### src/rtl/sdram_arbiter_pkg.sv
// Shared definitions for the two-cache SDRAM arbiter.
package sdram_arbiter_pkg;

  localparam int unsigned DEF_ADDR_WIDTH = 16;
  localparam int unsigned DEF_DATA_WIDTH = 8;
  localparam int unsigned DEF_BURST_LEN  = 32;
  localparam int unsigned DEF_CNT_WIDTH  = 6;

  // Arbiter ownership states
  typedef enum logic [1:0] {
    ST_IDLE = 2'd0,
    ST_G0   = 2'd1,
    ST_G1   = 2'd2,
    ST_TURN = 2'd3
  } arb_state_e;

endpackage

### src/rtl/sdram_arbiter_rr_pick2.sv
// Two-way round-robin picker: on a tie, choose the port not served last.
module rr_pick2 (
  input  logic [1:0] req_i,
  input  logic       last_i,
  output logic       sel_c,
  output logic       valid_c
);

  // Select cache 1 when it is the only requester or when cache 0 was served last
  always_comb begin
    valid_c = |req_i;
    sel_c   = req_i[1];
    if (&req_i) sel_c = ~last_i;
  end

endmodule

### src/rtl/sdram_arbiter.sv
// Grants the single SDRAM port to one of two caches with round-robin and a per-grant strobe limit.
module sdram_arbiter
  import sdram_arbiter_pkg::*;
#(
  parameter int unsigned ADDR_WIDTH = DEF_ADDR_WIDTH,
  parameter int unsigned DATA_WIDTH = DEF_DATA_WIDTH,
  parameter int unsigned BURST_LEN  = DEF_BURST_LEN,
  parameter int unsigned CNT_WIDTH  = DEF_CNT_WIDTH
) (
  input  logic                  clk,
  input  logic                  rst,
  input  logic                  req_c0,
  input  logic [ADDR_WIDTH-1:0] Address_c0,
  input  logic                  wr_rd_c0,
  input  logic                  mstrb_c0,
  input  logic [DATA_WIDTH-1:0] din_sdram_c0,
  output logic                  gnt_c0,
  output logic [DATA_WIDTH-1:0] DOut_sdram_c0,
  input  logic                  req_c1,
  input  logic [ADDR_WIDTH-1:0] Address_c1,
  input  logic                  wr_rd_c1,
  input  logic                  mstrb_c1,
  input  logic [DATA_WIDTH-1:0] din_sdram_c1,
  output logic                  gnt_c1,
  output logic [DATA_WIDTH-1:0] DOut_sdram_c1,
  output logic [ADDR_WIDTH-1:0] Address_sdram,
  output logic                  wr_rd_sdram,
  output logic                  mstrb_sdram,
  output logic [DATA_WIDTH-1:0] din_sdram,
  input  logic [DATA_WIDTH-1:0] DOut_sdram,
  output logic [CNT_WIDTH-1:0]  strb_cnt,
  output logic                  err_c0,
  output logic                  err_c1
);

  arb_state_e           state_q, state_d;
  logic                 last_q, last_d;
  logic [CNT_WIDTH-1:0] strb_cnt_q, strb_cnt_d;
  logic                 err_c0_q, err_c0_d;
  logic                 err_c1_q, err_c1_d;
  logic                 gnt_c0_q, gnt_c0_d;
  logic                 gnt_c1_q, gnt_c1_d;

  logic own0, own1, owner_mstrb, cnt_full;
  logic pick_sel, pick_valid;

  assign own0     = (state_q == ST_G0);
  assign own1     = (state_q == ST_G1);
  assign cnt_full = (strb_cnt_q == CNT_WIDTH'(BURST_LEN));

  rr_pick2 u_pick (
    .req_i   ({req_c1, req_c0}),
    .last_i  (last_q),
    .sel_c   (pick_sel),
    .valid_c (pick_valid)
  );

  // Zero-latency mux of the owner's signals; everything reads 0 without a grant
  always_comb begin
    Address_sdram = '0;
    wr_rd_sdram   = 1'b0;
    din_sdram     = '0;
    owner_mstrb   = 1'b0;
    DOut_sdram_c0 = '0;
    DOut_sdram_c1 = '0;
    if (own0) begin
      Address_sdram = Address_c0;
      wr_rd_sdram   = wr_rd_c0;
      din_sdram     = din_sdram_c0;
      owner_mstrb   = mstrb_c0;
      DOut_sdram_c0 = DOut_sdram;
    end else if (own1) begin
      Address_sdram = Address_c1;
      wr_rd_sdram   = wr_rd_c1;
      din_sdram     = din_sdram_c1;
      owner_mstrb   = mstrb_c1;
      DOut_sdram_c1 = DOut_sdram;
    end
  end

  // Owner strobes pass only while the burst budget remains
  assign mstrb_sdram = owner_mstrb & ~cnt_full;

  // Next-state, pointer, strobe counter and sticky error flags
  always_comb begin
    state_d    = state_q;
    last_d     = last_q;
    strb_cnt_d = strb_cnt_q;
    err_c0_d   = err_c0_q;
    err_c1_d   = err_c1_q;

    if (mstrb_sdram) strb_cnt_d = strb_cnt_q + CNT_WIDTH'(1);
    if (mstrb_c0 && (!own0 || cnt_full)) err_c0_d = 1'b1;
    if (mstrb_c1 && (!own1 || cnt_full)) err_c1_d = 1'b1;

    case (state_q)
      ST_IDLE: if (pick_valid) state_d = pick_sel ? ST_G1 : ST_G0;
      ST_G0: if (!req_c0) begin
        state_d    = ST_TURN;
        last_d     = 1'b0;
        strb_cnt_d = '0;
      end
      ST_G1: if (!req_c1) begin
        state_d    = ST_TURN;
        last_d     = 1'b1;
        strb_cnt_d = '0;
      end
      ST_TURN: state_d = ST_IDLE;
      default: state_d = ST_IDLE;
    endcase

    gnt_c0_d = (state_d == ST_G0);
    gnt_c1_d = (state_d == ST_G1);
  end

  // State and output registers with synchronous active-low reset
  always_ff @(posedge clk) begin
    if (!rst) begin
      state_q    <= ST_IDLE;
      last_q     <= 1'b1;
      strb_cnt_q <= '0;
      err_c0_q   <= 1'b0;
      err_c1_q   <= 1'b0;
      gnt_c0_q   <= 1'b0;
      gnt_c1_q   <= 1'b0;
    end else begin
      state_q    <= state_d;
      last_q     <= last_d;
      strb_cnt_q <= strb_cnt_d;
      err_c0_q   <= err_c0_d;
      err_c1_q   <= err_c1_d;
      gnt_c0_q   <= gnt_c0_d;
      gnt_c1_q   <= gnt_c1_d;
    end
  end

  assign gnt_c0   = gnt_c0_q;
  assign gnt_c1   = gnt_c1_q;
  assign strb_cnt = strb_cnt_q;
  assign err_c0   = err_c0_q;
  assign err_c1   = err_c1_q;

endmodule

### config.mk
export PLATFORM = sky130hd
export DESIGN_NAME = sdram_arbiter
export DESIGN_NICKNAME = d
export VERILOG_FILES = /design/src/rtl/sdram_arbiter_pkg.sv /design/src/rtl/sdram_arbiter_rr_pick2.sv /design/src/rtl/sdram_arbiter.sv
export SDC_FILE = /design/constraint.sdc
export NUM_CORES = 1
export LEC_CHECK = 0
export ABC_AREA = 1
export BUFFER_PORTS_ARGS = -buffer_cell sky130_fd_sc_hd__buf_4
export CORE_ASPECT_RATIO = 1.25
export CORE_MARGIN = 2
export CORE_UTILIZATION = 37
export CTS_BUF_LIST = sky130_fd_sc_hd__clkbuf_8 sky130_fd_sc_hd__clkbuf_16
export CTS_CLUSTER_DIAMETER = 150
export DETAILED_ROUTE_END_ITERATION = 10
export PLACE_DENSITY = 0.86
export SYNTH_ARGS = -nofsm -noshare
export SYNTH_HDL_FRONTEND = slang
export SYNTH_SLANG_ARGS = --single-unit
### constraint.sdc
create_clock -name clk -period 1.8 [get_ports clk]
set_clock_uncertainty 0.15 [all_clocks]
set_input_delay 0.18 -clock clk [delete_from_list [all_inputs] [get_ports clk]]
set_output_delay 0.18 -clock clk [all_outputs]
set_load 0.02 [all_outputs]
==> results of run 1 <==
worst max-delay path, stage by stage (launching register included):
cell and delay, ns:
dfxtp_1 0.39, ha_4 0.18, buf_4 0.14, nand2_2 0.07, nand2_4 0.10, nand2_4 0.07, inv_4 0.07, buf_4 0.13
power by group through the flow:
stage / clock [mW] / combinational, mW / sequential, mW
floorplan: 0 / 1.27 / 0.466
CTS: 0.268 / 2.22 / 0.420
finish: 0.263 / 2.24 / 0.423
detailed placement: 0 / 2.14 / 0.422
global route: 0.278 / 2.44 / 0.432
global placement: 0 / 2.11 / 0.420
logic make-up after synthesis:
kind of cell	count (synthesis)
compound gates	12
xor+xnor	1
fa+ha+maj	6
buf+inv	36
flops	13
simple gates	153
stage by stage:
step | setup slack (ns) | cells | hold WS, ns
after floorplan | 0.247 | 221 | 0.129
after global placement | 0.161 | 368 | 0.281
after detailed placement | 0.123 | 368 | 0.283
after CTS | 0.0305 | 373 | 0.0253
after global routing | 0.00742 | 373 | 0.0366
final | 0.0603 | 373 | 0.0278
cell usage in the layout, fill, tap and decap left out, types with 4 or more instances in the layout:
cell type	n
buf_4	118
nand2_1	90
nand3_1	30
inv_1	21
nor2_1	21
dfxtp_1	12
nand2_2	5
a21oi_1	4
ha_1	4
per-layer routing:
metal	global-route usage (%)	share of wire (%)	up-vias
met5	0	0	-
met1	21.7	37	747
met2	42.1	52	87
met4	11.3	2.0	0
li1	-	-	910
met3	5.04	9.3	11
state kept, by name, indices dropped and copies added, names as in the netlist:
signal	count
err_c0	1
err_c1	1
gnt_c0	1
gnt_c1	1
last_q	1
state_q	2
strb_cnt	6
final cells by class:
class	count	share of cell area [%]
well taps	37	2.06
inverters	25	4.35
clock inverters	1	0.167
repair buffers	122	42.2
clock buffers	3	1.84
flip-flops and latches	13	11.6
multi-input cells	172	37.7
timing repair:
item / in CTS / in global routing
pin swaps: 0 / 1
gates resized for setup: 8 / 4
setup buffers: 1 / 0
setup endpoints to repair: 42 / 16
worst min-delay path by stage:
stage          endpoint  depth (start not counted)
6_report         err_c1                          3
2_1_floorplan    last_q                          1
5_1_grt          last_q                          2
3_5_place_dp     err_c1                          3
4_1_cts          last_q                          2
3_3_place_gp     err_c1                          3
==> summary.txt, run 1 <==
Layout
  • Syn-to-layout area delta: 80.6%
  • Share of cells above drive strength 1: 43.5%
  • FF/Latch Area: 262 sq um
  • Fin util: 69.7%
  • Antenna cells: 0
  • Fill cell count: 279
  • Multi-input logic area: 847 sq um
  • Final net count: 407
  • Post-route cell area: 0.00225 sq mm

Critical path
  • Worst R2R Setup Slack: 0.25 ns
  • WP data required: 1.47 ns
  • Crit path launch: state_q[0]
  • Worst reg2reg path depth: 9
  • Reg-to-Reg Start: state_q[0]
  • Crit path capture: mstrb_sdram
  • WS Path Type: flip-flop to output port
  • Critical Path AT: 1.41 ns
  • Startpoint Class: flip-flop
  • Crit-path max FO: 5
  • CP endpoint kind: output port
  • R2R Path End: strb_cnt[4]

Flow run
  • Number of max-cap violations: 0

Power
  • Cell Pwr Density: 1300 mW/mm^2
  • Clock share of power: 9.0%
  • Seq pwr share: 14.5%
  • Comb power frac: 76.5%
  • Internal power: 1.46 mW
  • Net switching share of the total power: 50.2%
  • Leakage power: 1.34 nW
  • Psw: 1.47 mW
  • VDD IR-drop max: 0.00106 V
  • Power, Total: 2.92 mW

Synth
  • Xor/xnor cell area share of the yosys netlist: 0.704%
  • Ys Warns: 0
  • Yosys cell types: 23
  • Synthesized flop and latch total: 13
  • Most used standard cell by instance count after synthesis: nand2_1
  • Post-Syn Instances: 221
  • Post-Synth Adder-Cell Area: 6.04%
  • Simple-gate area share of the yosys netlist: 53.3%
  • Main combinational cell family by area after synthesis: simple AND/OR/NAND/NOR gates
  • Post-synth top area cell: nand2_1
  • Synth Area in Compound Gates: 6.04%
  • Avg Synthesized Cell Area: 5.63 sq um
  • Top post-synthesis cells by count: nand2_1 (90), nand3_1 (30), inv_1 (22), nor2_1 (21), dfxtp_1 (13)
  • Yosys top cell area share: 27.2%
  • Post-synth ARST share: 0%
  • Synthesized cell area: 0.00124 sq mm
  • Synth Net Count: 291
  • EDFF count, synth: 0
  • Post-synthesis mux area share: 0%
  • Top cells by area, synth: nand2_1 (27%), dfxtp_1 (21%), nand3_1 (12%), inv_1 (6.6%), nor2_1 (6.3%)
  • Ys flop type: dfxtp_1
  • Register area share after synthesis: 20.9%

Route
  • Antenna Violating Nets Remaining: 0
  • Wire per inst: 11.6 um
  • Router iterations before antenna repair: 4
  • Residual DRC: 0
  • Via density: 4.71
  • Drt total wl: 4340 um
  • 1st-iter DRT viols: 80
  • Via count: 1755

STA
  • Setup Viol. Count Final: 0
  • Max-slew violations: 0
  • Tcrit/Tclk final: 96.6%
  • Max Fclk: 0.575 GHz
  • Final hold violations: 0
  • RSZ-0062 raised after global routing: no
  • Max transition margin: 82.2%
  • Tmin final: 1.74 ns
  • Final setup TNS: 0 ns
  • Worst-Margin Slew: 0.267 ns

Clocking
  • CTS clk-pin slew, worst paths: 0.06 ns
  • CTS tree: built
  • CTS Sinks: 13
  • H-tree level count: 1
  • CTS Hold Bufs: 0
  • CTS Buf Count: 3
  • CTS Root Cell: clkbuf_8
  • Clk buf depth: 2
  • Clk_lat worst skew: 0.25 ns

Placed design
  • Dpl hpwl: 3360 um
  • Placed Instance Area: 0.00215 sq mm
  • Port Buf Inserts: 115
  • GP Congestion: 0.878

GRT
  • Initial antenna violation count: 0
  • First-pass GRT wire length: 6730 um
  • Number of global-route vias before repair: 1555
  • Gr usage total: 21.6%
  • Largest net degree at the start of global routing: 33
  • Congestion Overflow GR: 0

Floorplanning
  • Num rows: 23
  • CORE AREA: 0.00322 sq mm
  • Die X: 55.9 um
  • Die height: 68.8 um
  • Initial Util: 38.6%
  • Die ar.: 0.00384 sq mm
  • Io pins: 116

Hold path
  • Worst Hold Class: primary input to flip-flop
  • Worst Hold Launch: mstrb_c1

Outcome
  • Outcome: finished clean
No activity file was read; power rests on OpenSTA's default activity.
==> run 2, diff against run 1 <==
CORE_UTILIZATION = 40   (was 37)
PLACE_DENSITY = 0.91   (was 0.86)
clock period = 2.06 ns   (was 1.8 ns; I/O delays follow)
==> run 2 against run 1 <==
Compared with the run above:
- cell count is 0.54% lower
- via count is 0.80% higher
- non-clock buffer count is 1 lower
- die area is 7.0% lower
- sequential power is 13% lower
- sequential share of layout area is 0.13 points higher
==> summary.txt, run 2 (same netlist as run 1, synthesis figures left out) <==
Floorplanning
  • Die height: 66.3 um (-3.6%)
  • Num rows: 22 (-4.3%)
  • Die X: 53.9 um (-3.5%)
  • Io pins: 116 (unchanged)
  • CORE AREA: 0.00295 sq mm (-8.6%)
  • Die ar.: 0.00357 sq mm (-7.0%)
  • Initial Util: 42.2% (+3.6 points)

Clocking
  • Clk_lat worst skew: 0.25 ns (about the same)
  • CTS Hold Bufs: 0 (unchanged)
  • CTS Buf Count: 3 (unchanged)
  • H-tree level count: 1 (unchanged)
  • CTS Sinks: 13 (unchanged)
  • CTS clk-pin slew, worst paths: 0.06 ns (about the same)
  • Clk buf depth: 2 (unchanged)
  • CTS Root Cell: clkbuf_8
  • CTS tree: built

GRT
  • Number of global-route vias before repair: 1393 (-10%)
  • Congestion Overflow GR: 0 (unchanged)
  • Initial antenna violation count: 0 (unchanged)
  • First-pass GRT wire length: 6040 um (-10%)
  • Largest net degree at the start of global routing: 25 (-24%)
  • Gr usage total: 22.6% (+0.96 points)

Placed design
  • Port Buf Inserts: 115 (unchanged)
  • GP Congestion: 0.774 (-12%)
  • Placed Instance Area: 0.00215 sq mm (about the same)
  • Dpl hpwl: 3480 um (+3.6%)

Critical path
  • Worst reg2reg path depth: 11 (+2)
  • WP data required: 1.70 ns (+0.23 ns)
  • CP endpoint kind: output port
  • Startpoint Class: flip-flop
  • WS Path Type: flip-flop to output port
  • Critical Path AT: 1.61 ns (+0.20 ns)
  • Crit-path max FO: 24 (+19)

Route
  • Router iterations before antenna repair: 4 (unchanged)
  • Drt total wl: 4280 um (-1.3%)
  • 1st-iter DRT viols: 40 (-50%)
  • Wire per inst: 11.5 um (-0.74%)
  • Via count: 1769 (+0.80%)
  • Residual DRC: 0 (unchanged)
  • Via density: 4.77 (+1.3%)
  • Antenna Violating Nets Remaining: 0 (unchanged)

Hold path
  • Hold Crit Depth: 2 (-1)
  • Worst Hold Class: primary input to flip-flop

Layout
  • Most frequent cells in the layout: buf_4 (117), nand2_1 (90), nand3_1 (30), inv_1 (22), nor2_1 (21)
  • Antenna cells: 0 (unchanged)
  • Share of cells above drive strength 1: 42.7% (-0.77 points)
  • Largest register FFs: 6 (unchanged)
  • Most common cell after layout, fill and taps aside: buf_4
  • Syn-to-layout area delta: 77.8%
  • Post-route cell area: 0.00221 sq mm (-1.6%)
  • Final net count: 406 (-0.25%)

STA
  • Max-slew violations: 0 (unchanged)
  • Max Fclk: 0.509 GHz
  • Final setup TNS: 0 ns (unchanged)
  • Final hold violations: 0 (unchanged)
  • Max transition margin: 83.0% (+0.82 points)
  • RSZ-0062 raised after global routing: no
  • Worst-Margin Slew: 0.255 ns (-0.0123 ns)
  • Setup Viol. Count Final: 0 (unchanged)
  • Tmin final: 1.96 ns
  • Hold Slack: 0.0580 ns (+0.0302 ns)
  • Tcrit/Tclk final: 95.4%

Power
  • VDD IR-drop max: 0.000876 V (-18%)
  • Cell Pwr Density: 1130 mW/mm^2 (-13%)
  • Leakage power: 1.33 nW (-0.87%)
  • Power, Total: 2.50 mW (-14%)

Outcome
  • Outcome: finished clean

Flow run
  • Number of max-cap violations: 0 (unchanged)
-- run 2: repair_timing --
| item | CTS | global route |
|---|---|---|
| buffers inserted | 0 | 0 |
| endpoints found under the setup margin | 2 | 22 |
| pin swaps | 0 | 0 |
| gates resized for setup | 1 | 5 |
-- run 2: report_power, final --
part           leakage, nW  switching, mW  internal, mW  total, mW
Combinational         1.19           1.11         0.785       1.90
Sequential           0.107         0.0528         0.314      0.367
Clock               0.0255          0.101         0.134      0.235
-- run 2: routing by layer --
metal	up-vias	share of wire [%]	track usage, %
met5	-	0	0
met4	0	1.3	9.62
met3	6	11	4.30
met2	72	53	42.2
met1	782	35	23.1
li1	909	-	-
-- run 2: metrics by stage --
step / utilization [%] / cells / setup WS [ns]
detailed placement: 72.9 / 367 / 0.272
global route: 75.1 / 371 / 0.0187
CTS: 74.6 / 371 / 0.0359
global placement: 72.9 / 367 / 0.363
floorplan: - / 221 / 0.481
finish: 75.1 / 371 / 0.0951
-- run 2: final timing paths --
path / startpoint / to / slack (ns)
setup / recovery: state_q[0] / DOut_sdram_c1[5] / 0.1
hold / removal: rst / last_q / 0.06
setup reg to reg: state_q[1] / strb_cnt[4] / 0.39
hold reg to reg: err_c1 / err_c1 / 0.33
-- run 2: worst max-delay path, cell delays in order, from the launching register on --
cell and delay [ns]:
dfxtp_1 0.32, inv_1 0.15, ha_2 0.29, buf_6 0.22, nand2_1 0.09, nor2_1 0.13
buf_4 0.16
-- run 2: final cells by class --
cell class	instances	area, sq um
Timing Repair Buffer	121	932
Multi-Input combinational cell	172	827
Clock inverter	1	5.00
Sequential cell	13	260
Fill cell	241	734
Clock buffer	3	41.3
Inverter	25	100
Tap cell	36	45.0
